## src/rtl/bus_rr_arbiter.sv

```systemverilog
// Round-robin arbiter sharing one valid/ready byte bus between N_REQ producers,
// with bounded burst ownership and a registered one-entry output stage.
module bus_rr_arbiter #(
    parameter int N_REQ     = 4,
    parameter int DATA_W    = 8,
    parameter int MAX_BURST = 4
) (
    input  logic                     clk,
    input  logic                     rst,
    input  logic [N_REQ-1:0]         req_valid,
    input  logic [N_REQ*DATA_W-1:0]  req_data,
    output logic [N_REQ-1:0]         req_ready,
    output logic [DATA_W-1:0]        out_data,
    output logic                     out_valid,
    input  logic                     out_ready,
    output logic [N_REQ-1:0]         grant,
    output logic [$clog2(N_REQ)-1:0] grant_id,
    output logic [31:0]              xfer_count
);

    localparam int ID_W  = $clog2(N_REQ);
    localparam int IDX_W = ID_W + 1;
    localparam int CNT_W = 4;

    typedef enum logic {
        IDLE,
        OWN
    } state_e;

    state_e             state_q, state_d;
    logic [DATA_W-1:0]  out_data_q, out_data_d;
    logic               out_valid_q, out_valid_d;
    logic [N_REQ-1:0]   grant_q, grant_d;
    logic [ID_W-1:0]    grant_id_q, grant_id_d;
    logic [ID_W-1:0]    ptr_q, ptr_d;
    logic [CNT_W-1:0]   beat_cnt_q, beat_cnt_d;
    logic [31:0]        xfer_count_q, xfer_count_d;

    logic               load_slot;
    logic               owner_keep;
    logic               scan_hit;
    logic [ID_W-1:0]    scan_id;
    logic [IDX_W-1:0]   scan_idx;
    logic               win_valid;
    logic [ID_W-1:0]    win_id;
    logic               accept;

    // Rotating priority scan starting at ptr_q, wrapping modulo N_REQ.
    // NOTE: combinational blocks use blocking '=' so later statements see the
    // updated value; every variable gets a default first so no latch is inferred.
    always_comb begin
        scan_hit = 1'b0;
        scan_id  = '0;
        scan_idx = '0;
        for (int k = 0; k < N_REQ; k++) begin
            scan_idx = {1'b0, ptr_q} + IDX_W'(k);
            if (scan_idx >= IDX_W'(N_REQ)) begin
                scan_idx = scan_idx - IDX_W'(N_REQ);
            end
            if (!scan_hit && req_valid[scan_idx[ID_W-1:0]]) begin
                scan_hit = 1'b1;
                scan_id  = scan_idx[ID_W-1:0];
            end
        end
    end

    always_comb begin
        load_slot  = !out_valid_q || out_ready;
        owner_keep = (state_q == OWN) && req_valid[grant_id_q]
                     && (beat_cnt_q < CNT_W'(MAX_BURST));
        win_valid  = owner_keep || scan_hit;
        win_id     = owner_keep ? grant_id_q : scan_id;
        accept     = !rst && load_slot && win_valid;
        req_ready  = accept ? (N_REQ'(1) << win_id) : '0;
    end

    always_comb begin
        state_d      = state_q;
        out_data_d   = out_data_q;
        out_valid_d  = out_valid_q;
        grant_d      = grant_q;
        grant_id_d   = grant_id_q;
        ptr_d        = ptr_q;
        beat_cnt_d   = beat_cnt_q;
        xfer_count_d = xfer_count_q + ((out_valid_q && out_ready) ? 32'd1 : 32'd0);

        if (load_slot) begin
            if (accept) begin
                out_data_d  = req_data[win_id*DATA_W +: DATA_W];
                out_valid_d = 1'b1;
                grant_d     = N_REQ'(1) << win_id;
                grant_id_d  = win_id;
                state_d     = OWN;
                // A fresh tenure (new owner, from idle, or forced re-win) restarts at 1.
                beat_cnt_d  = owner_keep ? beat_cnt_q + CNT_W'(1) : CNT_W'(1);
                ptr_d       = (win_id == ID_W'(N_REQ - 1)) ? '0 : win_id + ID_W'(1);
            end else begin
                out_valid_d = 1'b0;
                grant_d     = '0;
                state_d     = IDLE;
            end
        end
    end

    // NOTE: sequential state uses non-blocking '<=' so all flops update together;
    // reset here is synchronous, matching the rest of the bus test designs.
    always_ff @(posedge clk) begin
        if (rst) begin
            state_q      <= IDLE;
            out_data_q   <= '0;
            out_valid_q  <= 1'b0;
            grant_q      <= '0;
            grant_id_q   <= '0;
            ptr_q        <= '0;
            beat_cnt_q   <= '0;
            xfer_count_q <= '0;
        end else begin
            state_q      <= state_d;
            out_data_q   <= out_data_d;
            out_valid_q  <= out_valid_d;
            grant_q      <= grant_d;
            grant_id_q   <= grant_id_d;
            ptr_q        <= ptr_d;
            beat_cnt_q   <= beat_cnt_d;
            xfer_count_q <= xfer_count_d;
        end
    end

    assign out_data   = out_data_q;
    assign out_valid  = out_valid_q;
    assign grant      = grant_q;
    assign grant_id   = grant_id_q;
    assign xfer_count = xfer_count_q;

endmodule

```

## config.mk

```make
export PLATFORM = sky130hd
export DESIGN_NAME = bus_rr_arbiter
export DESIGN_NICKNAME = d
export VERILOG_FILES = /design/src/rtl/bus_rr_arbiter.sv
export SDC_FILE = /design/constraint.sdc
export NUM_CORES = 1
export LEC_CHECK = 0
export BUFFER_PORTS_ARGS = -buffer_cell sky130_fd_sc_hd__buf_2
export CAP_MARGIN = 20
export CORE_AREA = 3 3 88 73
export CTS_BUF_LIST = sky130_fd_sc_hd__clkbuf_8
export DETAILED_ROUTE_END_ITERATION = 6
export DIE_AREA = 0 0 91 76
export GPL_TIMING_DRIVEN = 1
export PLACE_DENSITY_LB_ADDON = 0.08
export SYNTH_ARGS = -nofsm -noshare
export SYNTH_HDL_FRONTEND = slang
export SYNTH_SLANG_ARGS = --single-unit
```

## constraint.sdc

```tcl
create_clock -name clk -period 3 [get_ports clk]
set_input_delay 0.9 -clock clk [delete_from_list [all_inputs] [get_ports clk]]
set_output_delay 0.9 -clock clk [all_outputs]
set_load 0.02 [all_outputs]
```

Word level (Yosys, flattened, before mapping)
Cells that the tools add are included.
{"block": "classes", "addsub": 10, "magnitude_cmp": 10, "eq_ne": 1, "shifts": 2, "muxes": 28, "n_reduce_logical": 16}
{"op": "32-bit by 1-bit adder with 32-bit output", "n": 1}
{"op": "32-bit by 6-bit variable part select with 8-bit output", "n": 1}
{"op": "2-bit two-way mux", "n": 10}
{"op": "2-bit by 3-bit < comparator with 1-bit output (second input constant)", "n": 5}
{"op": "1-bit two-way mux", "n": 11}
{"op": "1-bit binary-select mux with 2-bit select", "n": 5}
{"op": "3-bit greater-or-equal comparator (second input constant)", "n": 3}
{"op": "1-bit logical AND", "n": 8}
{"op": "4-bit two-way mux", "n": 2}
{"op": "2-bit by 1-bit subtractor with 2-bit output (second input constant)", "n": 4}
{"op": "2-bit by 2-bit adder with 3-bit output (second input constant)", "n": 2}
{"op": "1-bit logical NOT", "n": 5}
{"op": "4-bit by 1-bit adder with 4-bit output (second input constant)", "n": 1}
{"op": "4-bit by 3-bit < comparator with 1-bit output (second input constant)", "n": 1}
{"op": "1-bit by 2-bit left shift with 4-bit output (first input constant)", "n": 1}
{"op": "2-bit by 1-bit adder with 3-bit output (second input constant)", "n": 1}
{"op": "2-bit by 3-bit greater-or-equal comparator with 1-bit output (second input constant)", "n": 1}
{"op": "2-bit by 1-bit adder with 2-bit output (second input constant)", "n": 1}
{"op": "2-bit equality test (second input constant)", "n": 1}
{"op": "1-bit logical OR", "n": 2}
{"op": "2-bit AND reduction", "n": 1}
{"block": "word_totals", "regBits": 53, "input_bits": 39, "output_inout_bits": 51, "wordCells": 74}

Depth between registers and ports, before layout
{"block": "depth", "depth_word": 17, "ltp_mapped": 10, "mapped_depth_nobuf": 9}

Worst setup path after synthesis
OpenSTA, ideal clock, no wires.
{"block": "synth_path", "path_type": "input to output", "from": "in req_valid[3]", "to": "out req_ready[0]", "arrival_time_ns": 2.240, "required_ns": 2.100, "setup_slack_ns": -0.140, "stages": 6, "n_path_buf": 0, "path_cell_list": "mux2_1 > nand2_1 > o31ai_2 > a21oi_2 > inv_2 > nor3_1"}
{"block": "synth_between", "elab_chain_cells": 15, "word_cells_on_any_way": 31, "classes_between": "shift (1); mux (20); reduce/logical (10)"}
{"element": "from (decl)", "line_no": "10", "text": "input logic [N_REQ-1:0] req_valid,"}
{"element": "1-bit binary-select mux with 2-bit select", "line_no": "60", "text": "if (!scan_hit && req_valid[scan_idx[ID_W-1:0]]) begin"}
{"element": "1-bit two-way mux (not written as such)", "line_no": "60"}
{"element": "1-bit two-way mux", "line_no": "60"}
{"element": "1-bit logical NOT", "line_no": "60"}
{"element": "1-bit logical AND", "line_no": "60"}
{"element": "1-bit two-way mux", "line_no": "60"}
{"element": "1-bit logical NOT", "line_no": "60"}
{"element": "1-bit logical AND", "line_no": "60"}
{"element": "1-bit two-way mux", "line_no": "60"}
{"element": "1-bit logical NOT", "line_no": "60"}
{"element": "1-bit logical AND", "line_no": "60"}
{"element": "2-bit two-way mux or 1-bit two-way mux (tied branches)", "line_no": "60"}
{"element": "2-bit two-way mux or 1-bit logical OR (tied branches)", "line_no": "72, 71"}
{"element": "1-bit by 2-bit left shift with 4-bit output or 1-bit logical AND (tied branches)", "line_no": "74, 73"}
{"element": "4-bit two-way mux (*)", "line_no": "74", "text": "req_ready = accept ? (N_REQ'(1) << win_id) : '0;"}
{"element": "to (decl)", "line_no": "12", "text": "output logic [N_REQ-1:0] req_ready,"}
Mark *: on every way between the ends. The rest lies on a longest branch, timed or not. The select of a mux whose other input is x is not followed.

Worst setup path after layout
{"block": "layout_path", "from": "in req_valid[0]", "to": "out req_ready[3]"}
Same word-level chain as after synthesis.

==> impl_summary.md <==
Critical path
The worst register-to-register path has a setup slack of approximately 530 ps. The buffer and inverter count on the worst path is 4. The number of stages on the worst setup path is 10.

The last element of the critical path is req_ready[3]. The class of the most critical setup path is input port to output port. The startpoint of the worst setup timing path is req_valid[0].

The source of the worst register-to-register timing path is ptr_q[0]. For the worst flop-to-flop path, the logic depth is 8. The largest single stage delay on the critical path is just over 300 ps. The signal on the critical path passes through buf_12 -> a21oi_4 -> nor3_4 -> buf_6 -> nor4_4 -> a21oi_2 -> inv_2 -> ha_4 -> and2_4 -> buf_6. In this run the critical register-to-register path is captured at out_data[7]. Data on the critical path arrives at its endpoint at ~2300 ps. Among the stages of the critical path, the cell type that occurs most often is sky130_fd_sc_hd__buf_6. The type of element capturing the critical path is an output port. The largest fanout of any net on the critical path is 6. STA classifies the critical path startpoint as an input port. For the worst setup path, the data required time is between 2000 and 2500 ps. Among all stages on the critical path, the largest delay is contributed by sky130_fd_sc_hd__nor4_4.

Broken down by cell family, the worst path's largest delay share belongs to simple AND/OR/NAND/NOR gates.

Floorplan
The top-level port count is 90. From bottom edge to top edge, the die measures approximately 76 um. The width of the chip is slightly above 90 um.

The initial utilization of the core area, before any placement, comes to 0.4760. The number of rows created at floorplan is 24. The die covers between 6000 and 7000 sq um. The core region is about 5500 sq um.

Run status
The flow ran to the end, but the final reports show violations. The checks that failed: negative setup slack.

Timing
In the post-route analysis, the smallest setup slack over all paths is -167.3 ps. The ratio of final minimum period to clock period is 1.056. The number of pins exceeding their max-slew limit in the final report is 0.

After layout, the minimum clock period comes to around 3200 ps. The remaining max-slew budget at the tightest pin is 0.6482. The count of final setup violators is 4. The final count of hold timing violations was 0. The clock tree skew after final layout is between 4 and 5 ps. At the pin with the least slew margin, the transition time is ~530 ps. Across all hold checks on the routed design, the worst slack comes to roughly 450 ps. The fmax is 315.7 MHz.

Setup repair after global routing could not meet its margin everywhere.

Synthesis
The Yosys warning count is 0. The post-synthesis area per instance is ~9.3 sq um. For this run, the leading register cell type out of synthesis is sky130_fd_sc_hd__dfxtp_1.

The count of cell types in the netlist is 47. The cell area that synthesis handed to floorplanning was 2630 sq um. In this run, synthesis produced a sequential element count of between 50 and 60. In the synthesized netlist, the number of instances is ~280. The share of the yosys chip area belonging to registers is 0.4034. After synthesis, the share of flip-flops with an asynchronous set or reset is 0. The total nets after synthesis is between 300 and 400. The number of flops mapped to enable cells by yosys is 0.

Clocking
Buffers inserted to repair hold after CTS numbered 0. The number of clock buffers inserted by TritonCTS is 5. CTS built an H-tree with a depth of 2. The count of clock tree sinks is 53.

In this run the clock root is driven by a sky130_fd_sc_hd__clkbuf_8. Clock latency on the worst-skew pair, taken at its later pin, is ~300 ps. The buffer depth of the longest clock path is 2. TritonCTS built the clock tree. Clock-pin slew was measured on the worst setup and hold paths at 90 ps.

Detailed routing
Summed over all layers, the routed wires come to between 6 and 7 mm. In the routed design, unresolved DRC markers number 0. The detail route stage leaves a number of antenna-violating nets equal to 0. After detailed routing, the average wire length per cell comes to roughly 14 um. After detailed routing, the number of vias per cell comes to 5.051. Across all layers, the routed design uses around 2400 vias. The first-pass iteration count of the detailed router is 4. The count of routing violations after the opening detailed-route iteration is 83.

Power
The power density over the cells is 503.0 nW/um^2. The total power draw is between 1.5 and 2 mW. Summed over all cells, the static leakage comes to 1.715 nW. The maximum resistive drop on vdd is 0.0003020 V.

Placed design
Summed over all nets, the half-perimeter wirelength after detailed placement is approximately 4.7 mm. In this run the tool buffered the top-level ports with 89 buffer cells. The congestion estimate from routability-driven global placement came to 0.8093.

Cells and area
The top cell types in the final layout, fill and taps aside, are 81 x sky130_fd_sc_hd__buf_2, 53 x sky130_fd_sc_hd__dfxtp_1, 35 x sky130_fd_sc_hd__nor2_1. The fraction of layout instances using a drive strength above 1 is 0.4181. Measured on the finished design, the core utilization comes to 0.6621. For this run, the post-layout net count is approximately 440.

The layout-stage area growth over the synthesis result is 39.11%. The number of antenna diodes in the final layout is 0. Leaving out fill and tap cells, the most frequent cell in the layout is sky130_fd_sc_hd__buf_2.

GRT
In the global route stage, overall resource usage came out at 0.1868. The number of global-route vias before repair came to around 2300. The first global-routing pass estimated 10.83 mm of wire.

Entering global routing, the biggest net connects 40 pins. The initial antenna violation count is 0. After global routing the overflow that remains totals 0.

Flow run
The number of max-cap violations is 0.

Worst hold path
The min-delay analysis places its worst path in the category register to register.
[metrics by stage]
stage / setup slack (ps) / TNS (ps) / std cells / instance area, sq um
floorplan: 6.928 / 0 / 283 / 2648
global placement: -189.1 / -668.7 / 460 / 3297
detailed placement: -204.5 / -881.0 / 460 / 3297
CTS: -77.23 / -198.8 / 472 / 3570
global route: -235.6 / -701.8 / 475 / 3659
finish: -167.3 / -431.8 / 475 / 3659
[synthesized netlist by cell type, types with 2 or more instances]
master / count / share of area
sky130_fd_sc_hd__nor2_1: 36 / 0.051
sky130_fd_sc_hd__nand3_1: 19 / 0.036
sky130_fd_sc_hd__a221oi_1: 2 / 0.0067
sky130_fd_sc_hd__nor3_2: 2 / 0.0076
sky130_fd_sc_hd__and4_1: 3 / 0.010
sky130_fd_sc_hd__nand2b_1: 2 / 0.0048
sky130_fd_sc_hd__mux2_1: 10 / 0.043
sky130_fd_sc_hd__nor4_2: 2 / 0.0095
sky130_fd_sc_hd__a21oi_1: 9 / 0.017
sky130_fd_sc_hd__nor2b_1: 3 / 0.0071
sky130_fd_sc_hd__nor3_1: 2 / 0.0038
sky130_fd_sc_hd__and2_1: 6 / 0.014
sky130_fd_sc_hd__o21ai_0: 2 / 0.0038
sky130_fd_sc_hd__mux2_4: 7 / 0.040
sky130_fd_sc_hd__xnor2_1: 4 / 0.013
sky130_fd_sc_hd__dfxtp_1: 53 / 0.40
sky130_fd_sc_hd__and3_1: 11 / 0.026
sky130_fd_sc_hd__xor2_1: 25 / 0.083
sky130_fd_sc_hd__o21ai_1: 3 / 0.0057
sky130_fd_sc_hd__inv_1: 6 / 0.0086
sky130_fd_sc_hd__nand4_1: 8 / 0.019
sky130_fd_sc_hd__nand2_1: 22 / 0.031
sky130_fd_sc_hd__or3_1: 2 / 0.0048
sky130_fd_sc_hd__ha_1: 4 / 0.019
sky130_fd_sc_hd__a221o_1: 8 / 0.030
sky130_fd_sc_hd__clkbuf_1: 9 / 0.013
sky130_fd_sc_hd__a21o_1: 3 / 0.0086
[sequential cells by signal, summed over array words and instances (netlist names)]
register / flops
ptr_q: 2
out_valid: 1
beat_cnt_q: 4
grant_id: 2
out_data: 8
grant: 4
xfer_count: 32
[where the power goes]
group          switching, mW  internal (mW)
sequential            0.0391          0.753
combinational          0.275          0.279
clock                  0.226          0.269
total                  0.540           1.30
[per-layer routing]
layer  GRT usage  up-vias  wire [um]
met2      0.2968       54       3107
met1      0.2566     1120       3165
li1            -     1221          -
met4     0.03464        0         31
met3     0.05035        4        379
met5           0        -          0
[cells by family (layout without fill, tap and decap cells)]
group                    after synthesis  after routing  share of synthesized area
flip-flops                            53             53                     0.4034
buffers and inverters                 19            133                    0.03187
AO/OA/AOI/OAI                         35             35                     0.1042
multiplexers                          18             18                    0.08706
AND/OR/NAND/NOR                      125            125                     0.2579
XOR/XNOR                              29             29                    0.09657
adder cells (fa/ha/maj)                4              4                    0.01903
[worst min-delay path by stage]
stage                        from            end  slack, ps  depth (start not counted)
global route             grant[2]       grant[2]        470                          2
finish                   grant[2]       grant[2]        450                          2
floorplan           beat_cnt_q[1]  beat_cnt_q[1]        440                          2
CTS                      grant[2]       grant[2]        450                          2
global placement         grant[1]       grant[1]        430                          1
detailed placement       grant[2]       grant[2]        430                          2
[what timing repair did]
| action | in CTS | in global routing |
|---|---|---|
| setup endpoints to repair | 4 | 4 |
| setup buffers | 4 | 3 |
| hold endpoints to repair | 0 | 0 |
| pin swaps | 9 | 9 |
| resized for setup | 31 | 11 |
[cell type report]
| type | instances | area (sq um) |
|---|---|---|
| timing repair buffer | 118 | 729.5 |
| sequential | 53 | 1061 |
| clock buffer | 6 | 82.58 |
| inverter | 7 | 26.28 |
| multi-input combinational | 211 | 1628 |
| tap | 78 | 97.59 |
| clock inverter | 2 | 33.78 |
| fill | 512 | 1867 |
[worst reg2reg max path, cell delays in order (launching register included)]
cell	delay, ps
sky130_fd_sc_hd__dfxtp_1	400
sky130_fd_sc_hd__inv_1	170
sky130_fd_sc_hd__a221oi_2	380
sky130_fd_sc_hd__o211ai_2	160
sky130_fd_sc_hd__nand3_4	170
sky130_fd_sc_hd__buf_4	130
sky130_fd_sc_hd__buf_4	240
sky130_fd_sc_hd__mux2_2	370
sky130_fd_sc_hd__a221o_1	340
Power figures use the tool's default switching activity.
